$ cat src/rtl/bht_port_ctrl_pkg.sv
// Shared types and constants for the branch-history-table port controller:
// FSM state encoding, 2-bit counter limits and the queued update record.
package bht_port_ctrl_pkg;

    localparam int BHT_DATAWIDTH = 64;
    localparam int BHT_INDEXSIZE = 256;
    localparam int BHT_LOGINDEX  = 8;
    localparam int BHT_LOGSLOT   = 5;
    localparam int BHT_QDEPTH    = 4;
    localparam int BHT_LOGQ      = 2;

    typedef enum logic {
        ST_IDLE  = 1'b0,
        ST_FLUSH = 1'b1
    } state_e;

    localparam logic [1:0] CTR_MAX = 2'd3;
    localparam logic [1:0] CTR_MIN = 2'd0;

    // One pending counter update as it sits in the queue.
    typedef struct packed {
        logic [BHT_LOGINDEX-1:0] index;
        logic [BHT_LOGSLOT-1:0]  slot;
        logic                    taken;
    } upd_rec_t;

    // Saturating 2-bit counter step: taken counts up to CTR_MAX, not-taken down to CTR_MIN.
    function automatic logic [1:0] ctr_step(input logic [1:0] ctr, input logic taken);
        if (taken) begin
            return (ctr == CTR_MAX) ? CTR_MAX : ctr + 2'd1;
        end
        return (ctr == CTR_MIN) ? CTR_MIN : ctr - 2'd1;
    endfunction

endpackage

$ cat src/rtl/bht_port_ctrl_if.sv
// Bundle of the controller's request, status and RAM-port signals.
// slave = controller view, master = fetch/retire/RAM environment view.
interface bht_port_ctrl_if #(
    parameter int DATAWIDTH = 64,
    parameter int LOGINDEX  = 8,
    parameter int LOGSLOT   = 5
);
    logic                 flush_in;
    logic                 lookup_valid_in;
    logic [LOGINDEX-1:0]  lookup_index_in;
    logic                 lookup_ready_out;
    logic [DATAWIDTH-1:0] lookup_data_out;
    logic                 upd_valid_in;
    logic [LOGINDEX-1:0]  upd_index_in;
    logic [LOGSLOT-1:0]   upd_slot_in;
    logic                 upd_taken_in;
    logic                 upd_ready_out;
    logic                 busy_out;
    logic                 ram_we_out;
    logic [LOGINDEX-1:0]  ram_index_out;
    logic [DATAWIDTH-1:0] ram_data_out;
    logic [DATAWIDTH-1:0] ram_data_in;

    modport slave (
        input  flush_in, lookup_valid_in, lookup_index_in,
        input  upd_valid_in, upd_index_in, upd_slot_in, upd_taken_in,
        input  ram_data_in,
        output lookup_ready_out, lookup_data_out, upd_ready_out, busy_out,
        output ram_we_out, ram_index_out, ram_data_out
    );

    modport master (
        output flush_in, lookup_valid_in, lookup_index_in,
        output upd_valid_in, upd_index_in, upd_slot_in, upd_taken_in,
        output ram_data_in,
        input  lookup_ready_out, lookup_data_out, upd_ready_out, busy_out,
        input  ram_we_out, ram_index_out, ram_data_out
    );
endinterface

$ cat src/rtl/bht_port_ctrl_upd_fifo.sv
// Synchronous FIFO holding pending counter updates.
// Head word is visible combinationally on dout_o; clear_i empties it in one cycle
// and takes priority over push/pop. Push when full and pop when empty are ignored.
module upd_fifo #(
    parameter int WIDTH = 14,
    parameter int DEPTH = 4,
    parameter int LOGD  = 2
) (
    input  logic             clk,
    input  logic             reset,
    input  logic             push_i,
    input  logic [WIDTH-1:0] din_i,
    input  logic             pop_i,
    input  logic             clear_i,
    output logic [WIDTH-1:0] dout_o,
    output logic             full_o,
    output logic             empty_o
);

    localparam logic [LOGD-1:0] PTR_ONE = LOGD'(1);
    localparam logic [LOGD:0]   CNT_ONE = (LOGD + 1)'(1);
    localparam logic [LOGD:0]   CNT_MAX = (LOGD + 1)'(DEPTH);

    logic [WIDTH-1:0] mem_q [DEPTH];
    logic [LOGD-1:0]  wr_ptr_q;
    logic [LOGD-1:0]  rd_ptr_q;
    logic [LOGD:0]    count_q;
    logic             push_ok;
    logic             pop_ok;

    assign full_o  = (count_q == CNT_MAX);
    assign empty_o = (count_q == '0);
    assign push_ok = push_i && !full_o;
    assign pop_ok  = pop_i && !empty_o;
    assign dout_o  = mem_q[rd_ptr_q];

    // Storage write on an accepted push.
    // NOTE: the storage array has no reset; count_q alone decides which words are live.
    // NOTE: sequential state uses <= so every register samples its pre-edge value.
    always_ff @(posedge clk) begin
        if (push_ok) begin
            mem_q[wr_ptr_q] <= din_i;
        end
    end

    // Pointer and occupancy bookkeeping; clear wins over push/pop.
    always_ff @(posedge clk or posedge reset) begin
        if (reset) begin
            wr_ptr_q <= '0;
            rd_ptr_q <= '0;
            count_q  <= '0;
        end else if (clear_i) begin
            wr_ptr_q <= '0;
            rd_ptr_q <= '0;
            count_q  <= '0;
        end else begin
            if (push_ok) begin
                wr_ptr_q <= wr_ptr_q + PTR_ONE;
            end
            if (pop_ok) begin
                rd_ptr_q <= rd_ptr_q + PTR_ONE;
            end
            unique case ({push_ok, pop_ok})
                2'b10:   count_q <= count_q + CNT_ONE;
                2'b01:   count_q <= count_q - CNT_ONE;
                default: count_q <= count_q;
            endcase
        end
    end

endmodule

$ cat src/rtl/bht_port_ctrl.sv
// Port controller for the single-port branch counter table.
// Arbitrates fetch lookups against queued counter updates (one RAM access per cycle),
// performs each update as a single-cycle read-modify-write, and runs a sequential
// flush engine that rewrites every entry with INITVALUE.
module bht_port_ctrl
    import bht_port_ctrl_pkg::*;
#(
    parameter int                   DATAWIDTH = BHT_DATAWIDTH,
    parameter int                   INDEXSIZE = BHT_INDEXSIZE,
    parameter int                   LOGINDEX  = BHT_LOGINDEX,
    parameter int                   LOGSLOT   = BHT_LOGSLOT,
    parameter logic [DATAWIDTH-1:0] INITVALUE = '0,
    parameter int                   QDEPTH    = BHT_QDEPTH,
    parameter int                   LOGQ      = BHT_LOGQ
) (
    input logic            clk,
    input logic            reset,
    bht_port_ctrl_if.slave bus
);

    localparam int REC_W = $bits(upd_rec_t);

    // One extra counter bit keeps the last-entry compare unambiguous.
    localparam logic [LOGINDEX:0] CNT_LAST = (LOGINDEX + 1)'(INDEXSIZE - 1);
    localparam logic [LOGINDEX:0] CNT_ONE  = (LOGINDEX + 1)'(1);

    state_e               state_q;
    logic [LOGINDEX:0]    flush_cnt_q;
    logic [LOGINDEX-1:0]  ram_index_q;
    logic [LOGINDEX-1:0]  ram_index_d;

    logic                 sel_flush;
    logic                 sel_pop;
    logic                 sel_lookup;
    logic                 upd_ready;

    logic                 fifo_push;
    logic                 fifo_clear;
    logic                 fifo_full;
    logic                 fifo_empty;
    logic [REC_W-1:0]     fifo_dout;
    upd_rec_t             head;
    upd_rec_t             new_rec;
    logic [LOGSLOT-1:0]   head_slot;
    logic [DATAWIDTH-1:0] rmw_data;

    assign new_rec   = '{index: bus.upd_index_in, slot: bus.upd_slot_in, taken: bus.upd_taken_in};
    assign head      = upd_rec_t'(fifo_dout);
    assign head_slot = head.slot;

    assign fifo_push  = upd_ready && bus.upd_valid_in;
    assign fifo_clear = (state_q == ST_IDLE) && bus.flush_in;

    upd_fifo #(
        .WIDTH (REC_W),
        .DEPTH (QDEPTH),
        .LOGD  (LOGQ)
    ) u_upd_fifo (
        .clk     (clk),
        .reset   (reset),
        .push_i  (fifo_push),
        .din_i   (REC_W'(new_rec)),
        .pop_i   (sel_pop),
        .clear_i (fifo_clear),
        .dout_o  (fifo_dout),
        .full_o  (fifo_full),
        .empty_o (fifo_empty)
    );

    // Flush FSM: IDLE <-> FLUSH, walking the counter over every table entry.
    always_ff @(posedge clk or posedge reset) begin
        if (reset) begin
            state_q     <= ST_IDLE;
            flush_cnt_q <= '0;
        end else begin
            unique case (state_q)
                ST_IDLE: begin
                    if (bus.flush_in) begin
                        state_q     <= ST_FLUSH;
                        flush_cnt_q <= '0;
                    end
                end
                ST_FLUSH: begin
                    if (bus.flush_in) begin
                        flush_cnt_q <= '0;
                    end else if (flush_cnt_q == CNT_LAST) begin
                        state_q     <= ST_IDLE;
                        flush_cnt_q <= '0;
                    end else begin
                        flush_cnt_q <= flush_cnt_q + CNT_ONE;
                    end
                end
                default: begin
                    state_q     <= ST_IDLE;
                    flush_cnt_q <= '0;
                end
            endcase
        end
    end

    // Remember the last driven RAM index so an idle cycle keeps it stable.
    always_ff @(posedge clk or posedge reset) begin
        if (reset) begin
            ram_index_q <= '0;
        end else begin
            ram_index_q <= ram_index_d;
        end
    end

    // Port arbitration: full queue, then lookup, then a pending update.
    // NOTE: every signal gets a default first so no latch is inferred.
    always_comb begin
        sel_flush   = 1'b0;
        sel_pop     = 1'b0;
        sel_lookup  = 1'b0;
        upd_ready   = 1'b0;
        ram_index_d = ram_index_q;
        if (reset) begin
            ram_index_d = '0;
        end else if (state_q == ST_FLUSH) begin
            sel_flush   = 1'b1;
            ram_index_d = flush_cnt_q[LOGINDEX-1:0];
        end else begin
            upd_ready = !fifo_full;
            if (fifo_full || (!bus.lookup_valid_in && !fifo_empty)) begin
                sel_pop     = 1'b1;
                ram_index_d = head.index;
            end else if (bus.lookup_valid_in) begin
                sel_lookup  = 1'b1;
                ram_index_d = bus.lookup_index_in;
            end
        end
    end

    // Read-modify-write: replace only the addressed 2-bit counter of the entry.
    always_comb begin
        rmw_data = bus.ram_data_in;
        rmw_data[{head_slot, 1'b0} +: 2] =
            ctr_step(bus.ram_data_in[{head_slot, 1'b0} +: 2], head.taken);
    end

    assign bus.ram_index_out    = ram_index_d;
    assign bus.ram_we_out       = sel_flush | sel_pop;
    assign bus.ram_data_out     = sel_flush ? INITVALUE : (sel_pop ? rmw_data : '0);
    assign bus.lookup_ready_out = sel_lookup;
    assign bus.lookup_data_out  = sel_lookup ? bus.ram_data_in : '0;
    assign bus.upd_ready_out    = upd_ready;
    assign bus.busy_out         = (state_q == ST_FLUSH);

endmodule

$ cat src/flat_wrapper.sv
// flat-port wrapper written by rule: the top's interface ports become plain ports
module bht_port_ctrl_flat import bht_port_ctrl_pkg::*;
#(
    parameter int                   DATAWIDTH = BHT_DATAWIDTH,
    parameter int                   INDEXSIZE = BHT_INDEXSIZE,
    parameter int                   LOGINDEX  = BHT_LOGINDEX,
    parameter int                   LOGSLOT   = BHT_LOGSLOT,
    parameter logic [DATAWIDTH-1:0] INITVALUE = '0,
    parameter int                   QDEPTH    = BHT_QDEPTH,
    parameter int                   LOGQ      = BHT_LOGQ
)
  (clk, reset, bus_flush_in, bus_lookup_valid_in, bus_lookup_index_in, bus_upd_valid_in, bus_upd_index_in, bus_upd_slot_in, bus_upd_taken_in, bus_ram_data_in, bus_lookup_ready_out, bus_lookup_data_out, bus_upd_ready_out, bus_busy_out, bus_ram_we_out, bus_ram_index_out, bus_ram_data_out);
  bht_port_ctrl_if #(.DATAWIDTH(DATAWIDTH), .LOGINDEX(LOGINDEX), .LOGSLOT(LOGSLOT)) bus_i ();
  input logic clk;
  input logic reset;
  input wire logic [$bits(bus_i.flush_in)-1:0] bus_flush_in;
  input wire logic [$bits(bus_i.lookup_valid_in)-1:0] bus_lookup_valid_in;
  input wire logic [$bits(bus_i.lookup_index_in)-1:0] bus_lookup_index_in;
  input wire logic [$bits(bus_i.upd_valid_in)-1:0] bus_upd_valid_in;
  input wire logic [$bits(bus_i.upd_index_in)-1:0] bus_upd_index_in;
  input wire logic [$bits(bus_i.upd_slot_in)-1:0] bus_upd_slot_in;
  input wire logic [$bits(bus_i.upd_taken_in)-1:0] bus_upd_taken_in;
  input wire logic [$bits(bus_i.ram_data_in)-1:0] bus_ram_data_in;
  output wire logic [$bits(bus_i.lookup_ready_out)-1:0] bus_lookup_ready_out;
  output wire logic [$bits(bus_i.lookup_data_out)-1:0] bus_lookup_data_out;
  output wire logic [$bits(bus_i.upd_ready_out)-1:0] bus_upd_ready_out;
  output wire logic [$bits(bus_i.busy_out)-1:0] bus_busy_out;
  output wire logic [$bits(bus_i.ram_we_out)-1:0] bus_ram_we_out;
  output wire logic [$bits(bus_i.ram_index_out)-1:0] bus_ram_index_out;
  output wire logic [$bits(bus_i.ram_data_out)-1:0] bus_ram_data_out;
  assign bus_i.flush_in = bus_flush_in;
  assign bus_i.lookup_valid_in = bus_lookup_valid_in;
  assign bus_i.lookup_index_in = bus_lookup_index_in;
  assign bus_i.upd_valid_in = bus_upd_valid_in;
  assign bus_i.upd_index_in = bus_upd_index_in;
  assign bus_i.upd_slot_in = bus_upd_slot_in;
  assign bus_i.upd_taken_in = bus_upd_taken_in;
  assign bus_i.ram_data_in = bus_ram_data_in;
  assign bus_lookup_ready_out = bus_i.lookup_ready_out;
  assign bus_lookup_data_out = bus_i.lookup_data_out;
  assign bus_upd_ready_out = bus_i.upd_ready_out;
  assign bus_busy_out = bus_i.busy_out;
  assign bus_ram_we_out = bus_i.ram_we_out;
  assign bus_ram_index_out = bus_i.ram_index_out;
  assign bus_ram_data_out = bus_i.ram_data_out;
  bht_port_ctrl #(.DATAWIDTH(DATAWIDTH), .INDEXSIZE(INDEXSIZE), .LOGINDEX(LOGINDEX), .LOGSLOT(LOGSLOT), .INITVALUE(INITVALUE), .QDEPTH(QDEPTH), .LOGQ(LOGQ)) u_core (.clk(clk), .reset(reset), .bus(bus_i));
endmodule
$ cat config.mk
export PLATFORM = sky130hd
export DESIGN_NAME = bht_port_ctrl_flat
export DESIGN_NICKNAME = d
export VERILOG_FILES = /design/src/rtl/bht_port_ctrl_pkg.sv /design/src/rtl/bht_port_ctrl_if.sv /design/src/rtl/bht_port_ctrl_upd_fifo.sv /design/src/rtl/bht_port_ctrl.sv /design/src/flat_wrapper.sv
export SDC_FILE = /design/constraint.sdc
export NUM_CORES = 1
export LEC_CHECK = 0
export ABC_AREA = 0
export BUFFER_PORTS_ARGS = -buffer_cell sky130_fd_sc_hd__buf_2
export CAP_MARGIN = 15
export CORE_MARGIN = 2
export CORE_UTILIZATION = 34
export DETAILED_ROUTE_END_ITERATION = 7
export PLACE_DENSITY = 0.7
export SYNTH_ARGS = -nofsm -noshare
export SYNTH_HDL_FRONTEND = slang
export SYNTH_SLANG_ARGS = --single-unit
$ cat constraint.sdc
create_clock -name clk -period 6.55 [get_ports clk]
set_clock_uncertainty 0.05 [all_clocks]
set_input_delay 0.3275 -clock clk [delete_from_list [all_inputs] [get_ports clk]]
set_output_delay 0.3275 -clock clk [all_outputs]
set_load 0.05 [all_outputs]
# Word level (Yosys, flattened, before mapping)
# Memories as Yosys holds them, arrays and structs flattened.
# Cells that the tools add are included.
# W data, S select, Z words.
# op_classes
addsub	8
n_mul	0
n_div	0
order_cmp	0
eq_ne	6
n_shift	3
muxes	40
n_bitwise	2
reduce_logical	14
# ops
cell	n
$mux W64	3
$bwmux W64	1
$shift A2 B8 Y64 const A	1
$shiftx A2 B8 Y64	1
$shiftx A64 B7 Y2	1
$mux W8	4
$mux W9	3
$pmux W9 S2	1
$mux W1	17
$mux W2	8
$add A9 B1 Y9 const B	1
$eq A9 B8 Y1 const B	1
$neg A6 Y8	1
$add A2 B1 Y2 const B	3
$pmux W3 S2	1
$logic_and A1 B1 Y1	5
$eq A2 B2 Y1 const B	2
$reduce_bool A2 Y1	2
$add A3 B1 Y3 const B	1
$eq A3 B3 Y1 const B	1
$logic_not A1 Y1	3
$logic_not A3 Y1	1
$mux W3	1
$reduce_bool A3 Y1	1
9 further kinds	9
# word_totals
ff_bits	25
latch_bits	0
mem_bits_rw	56
romBits	0
in_bits	91
out_inout_bits	140
elab_cells	80
n_memories	1
# memory_table
memory	depth	word_bits	rd	rd_clocked_by_memory_dff	write_ports	line	source
u_core.u_upd_fifo.mem_q	4	14	1	0	1	bht_port_ctrl_upd_fifo.sv:24	logic [WIDTH-1:0] mem_q [DEPTH];

# Longest topological paths before layout
# logic_depth
ltp_word	11
depth_mapped	12
depth_no_buf	10

# Cells and area by module
# Synthesis repeated with hierarchy kept, for this count alone.
# unflattened
cells_unflattened	614
area_unflattened_um2	6097.1
# modules_own_cells
module	instances	cells_each	area_each_um2	seq_area_each_um2
bht_port_ctrl	1	474	3467.1	450.4
upd_fifo	1	140	2630.0	1856.8

# Worst setup path after synthesis
# No wires, ideal clock.
# synth_path
path_kind	register to output
from	reg u_core.u_upd_fifo.rd_ptr_q[0]
to	out bus_ram_data_out[12]
arrival_ns	3.080
required_time_ns	6.173
setup_slack_ns	3.092
stages_incl_launch_ff	12
n_path_buf	2
cell_sequence	dfrtp_1 > buf_6 > mux4_2 > buf_6 > inv_2 > ha_1 > inv_1 > o31ai_1 > o41a_1 > and2_1 > nor4b_1 > a22o_1
# synth_between
elab_chain_cells	10
word_cells_on_any_way	17
classes_between	3 x add/sub; 1 x eq/ne; 3 x shift; 8 x mux; 1 x reduce/logical; 1 x memory
# synth_rtl
item	line	source
start, declared	bht_port_ctrl_upd_fifo.sv:26	logic [LOGD-1:0] rd_ptr_q;
start signal, assigned	bht_port_ctrl_upd_fifo.sv:61	rd_ptr_q <= rd_ptr_q + PTR_ONE;
$mem_v2 Z4 W14 *	--	
$shiftx A64 B7 Y2	bht_port_ctrl.sv:139	ctr_step(bus.ram_data_in[{head_slot, 1'b0} +: 2], head.taken);
$add A2 B1 Y2 / $eq A2 B2 Y1 (equally long branches)	bht_port_ctrl_pkg.sv:30	return (ctr == CTR_MAX) ? CTR_MAX : ctr + 2'd1;
$mux W2	bht_port_ctrl_pkg.sv:30	
$mux W2	bht_port_ctrl_pkg.sv:29	if (taken) begin
$mux W2	bht_port_ctrl_pkg.sv:32	return (ctr == CTR_MIN) ? CTR_MIN : ctr - 2'd1;
$shiftx A2 B8 Y64	bht_port_ctrl.sv:138	rmw_data[{head_slot, 1'b0} +: 2] =
$bwmux W64 *	bht_port_ctrl.sv:138	
$mux W64 * (2 in series)	bht_port_ctrl.sv:144	assign bus.ram_data_out = sel_flush ? INITVALUE : (sel_pop ? rmw_data : '0);
end, declared	flat_wrapper.sv:30	output wire logic [$bits(bus_i.ram_data_out)-1:0] bus_ram_data_out;
# Every way passes the cells marked *; elsewhere a longest branch is shown, timed or not. The select of a mux whose other input is x is not followed.

# Worst setup path after layout
# layout_path
from	reg u_core.u_upd_fifo.rd_ptr_q[0]
to	out bus_ram_data_out[51]
# Same word-level chain as after synthesis.

==> run summary <==
status - finished clean
PwrDens - 154 nW/µm²
mux share of post-synthesis cell area - 0.145
Slew @ Worst Pin - 1050 ps
port bufs - 230
synth unique cells - 49
synthesized area - 5890 µm²
Hold Violations, Final - 0
Synth Area in Adders - 0.0247
Mapped Cells - 569
Final min period - 5020 ps
largest net degree at the start of global routing - 75
crit path DAT - 4640 ps
fin cells - 999
Critical Path Fanout Max - 22
share of the synthesized area in the top cell type - 0.286
die area - 18400 µm²
RSZ-0062 raised after global routing - false
Synth area leaders - edfxtp_1, dfrtp_1, mux4_2
# setup viols final - 0
drt first pass iters - 6
Die Width - 136 µm
Synth-to-Final Area Change - 27.0%
Clock Path Buffers - 2
number of global-route vias before repair - 5207
HP Class - in -> async
path type of the worst setup path - reg -> out
Area after DPL - 7140 µm²
CP Capture Type - output port
Sink Count - 81
Max-Cap Viols - 0
Nets - 871
Worst setup SP type - flip-flop
core area - 17100 µm²
DR WL/cell - 19.9 µm
CTS tree - done
worst reg2reg path depth - 9
Post-Synth Simple-Gate Area - 0.209
Max Slew Vio Count - 0
H-tree Lvls - 3
sequential-to-total area share from yosys stat - 0.392
Remaining DRCs - 0
VDD IR max - 0.000148 V
first-pass GRT wire length - 29200 µm
Ys Warns - 0
Max Freq - 0.199 GHz
# hold bufs at CTS - 0
EDFF count, synth - 56
syn nets - 671
Pleak - 3.54 nW
DPL Wire Length - 14800 µm
Post-Synth XOR/XNOR Area - 0.0164
Post-CTS Resized - 0
Async SR Flop Fraction - 0.309
ANT nets after route - 0
ant diodes - 0
Synth Area in Compound Gates - 0.165
Die Y - 136 µm
max_slew headroom - 0.302
Inserted Clock Buffers - 9
Critical Path RT - 6170 ps
top_reg_cell synth - edfxtp_1
Final period util - 0.766
Routed Wire Length - 19800 µm
hold slack - 81.2 ps
largest family of logic cells by synthesized area - simple AND/OR/NAND/NOR gates
Rows - 48
postcts setup bufs - 0
design area - 7480 µm²
Clock transition at path regs - 60 ps
vias per inst - 5.75
total grt overflow - 0
IO Pins - 231
Placer Congestion - 0.925
antenna violations before repair - 0
drt initial violations - 655
clock root cell - clkbuf_16
clock latency on the worst-skew pair - 330 ps
final setup TNS - 0 ps
synthesized flop and latch total - 81
Mean Syn Cell Area - 10.3 µm²
All-Layer GR Usage - 0.204
post-synth top area cell - edfxtp_1
routed via count - 5747
share of cells above drive strength 1 - 0.368
placed cell count - 982
Initial Utilization - 0.344
Design Power - 1.15 mW
-- per-layer routing --
layer / track usage / share of wire / up-vias
met1: 0.276 / 0.41 / 2744
met5: 0 / 0 / -
met3: 0.0456 / 0.10 / 47
met4: 0.0631 / 0.023 / 0
met2: 0.325 / 0.47 / 339
li1: - / - / 2617
-- worst max-delay path, stage by stage, from the launching register on --
cell and delay (ps):
dfrtp_1 590, buf_4 310, mux4_2 840, inv_2 280
ha_1 250, inv_1 100, and2_1 170, nand2b_1 210
nor2_1 570, nand2_1 210, nor3_1 320, a32o_1 180
buf_2 260
-- metrics by stage --
stage	worst slack (ps)	util
floorplan	3090	-
CTS	1400	0.435
global placement	1840	0.417
finish	1530	0.437
global route	1230	0.437
detailed placement	1770	0.417
-- final cells by class --
class                           count  area, µm²
Fill cell                        1647       9640
Multi-Input combinational cell    429       3320
Sequential cell                    81       2310
Timing Repair Buffer              237       1220
Tap cell                          225        282
Clock buffer                       11        243
Clock inverter                      5       62.6
Inverter                           11       41.3
-- cell usage after synthesis, types with 2 or more instances --
master     n
and2_1    12
dfrtp_1   25
nand2b_4   2
nand4_1    5
buf_6      6
and3_1    70
o21ai_0    6
a32o_1    46
inv_1      8
a21oi_1   25
or2_2      2
nor2b_1    6
nor3b_1    2
nor3_1    32
o31ai_1    3
ha_1      10
nand3_1    9
mux2i_1   37
nand2b_1   4
nor2_1    39
a22oi_1    4
o21bai_1   2
clkinv_1   2
edfxtp_1  56
a22o_1    19
xor2_1     7
clkbuf_1  31
a211oi_1   8
nand2_1   40
xnor2_1    4
mux4_2    21
buf_2      9
-- placed cells by master, fill, tap and decap left out, types with 3 or more instances in the layout --
master,instances
a211oi_1,8
a21oi_1,24
a22o_1,19
a22oi_1,4
a32o_1,46
and2_1,12
and3_1,70
buf_2,230
buf_4,6
clkbuf_16,9
dfrtp_1,25
edfxtp_1,56
ha_1,10
inv_1,8
mux2i_1,37
mux4_2,21
nand2_1,40
nand2b_1,4
nand3_1,9
nand4_1,5
nor2_1,39
nor2b_1,6
nor3_1,32
o21ai_0,6
o31ai_1,3
xnor2_1,4
xor2_1,7
-- flip-flops by register name, summed over array words and instances (netlist names) --
register	count
u_core.bus.busy_out	1
u_core.flush_cnt_q	9
u_core.ram_index_q	8
u_core.u_upd_fifo.count_q	3
u_core.u_upd_fifo.mem_q	56
u_core.u_upd_fifo.rd_ptr_q	2
u_core.u_upd_fifo.wr_ptr_q	2
-- power breakdown --
part | internal, mW | total (mW) | switching (mW)
combinational | 0.0359 | 0.0967 | 0.0608
sequential | 0.551 | 0.553 | 0.00254
clock | 0.307 | 0.503 | 0.196
-- worst paths after layout --
path / start / end / slack, ps
setup / recovery: u_core.u_upd_fifo.rd_ptr_q[0] / bus_ram_data_out[51] / 1530
hold / removal: reset / u_core.ram_index_q[4] / 80
setup reg to reg: u_core.bus.busy_out / u_core.u_upd_fifo.count_q[2] / 3070
hold reg to reg: u_core.flush_cnt_q[8] / u_core.flush_cnt_q[8] / 500
max in group asynchronous: reset / u_core.u_upd_fifo.rd_ptr_q[1] / 6110
min in group clk: bus_upd_index_in[1] / u_core.u_upd_fifo.mem_q[1][7] / 160
-- kinds of logic after synthesis --
| family | after synthesis |
|---|---|
| muxes | 59 |
| AOI/OAI and AO/OA | 119 |
| and+or+nand+nor | 229 |
| DFF | 81 |
| adders and majority gates | 11 |
| xor gates and xnor gates | 11 |
| buffers and inverters | 59 |
Power figures use the tool's default switching activity.
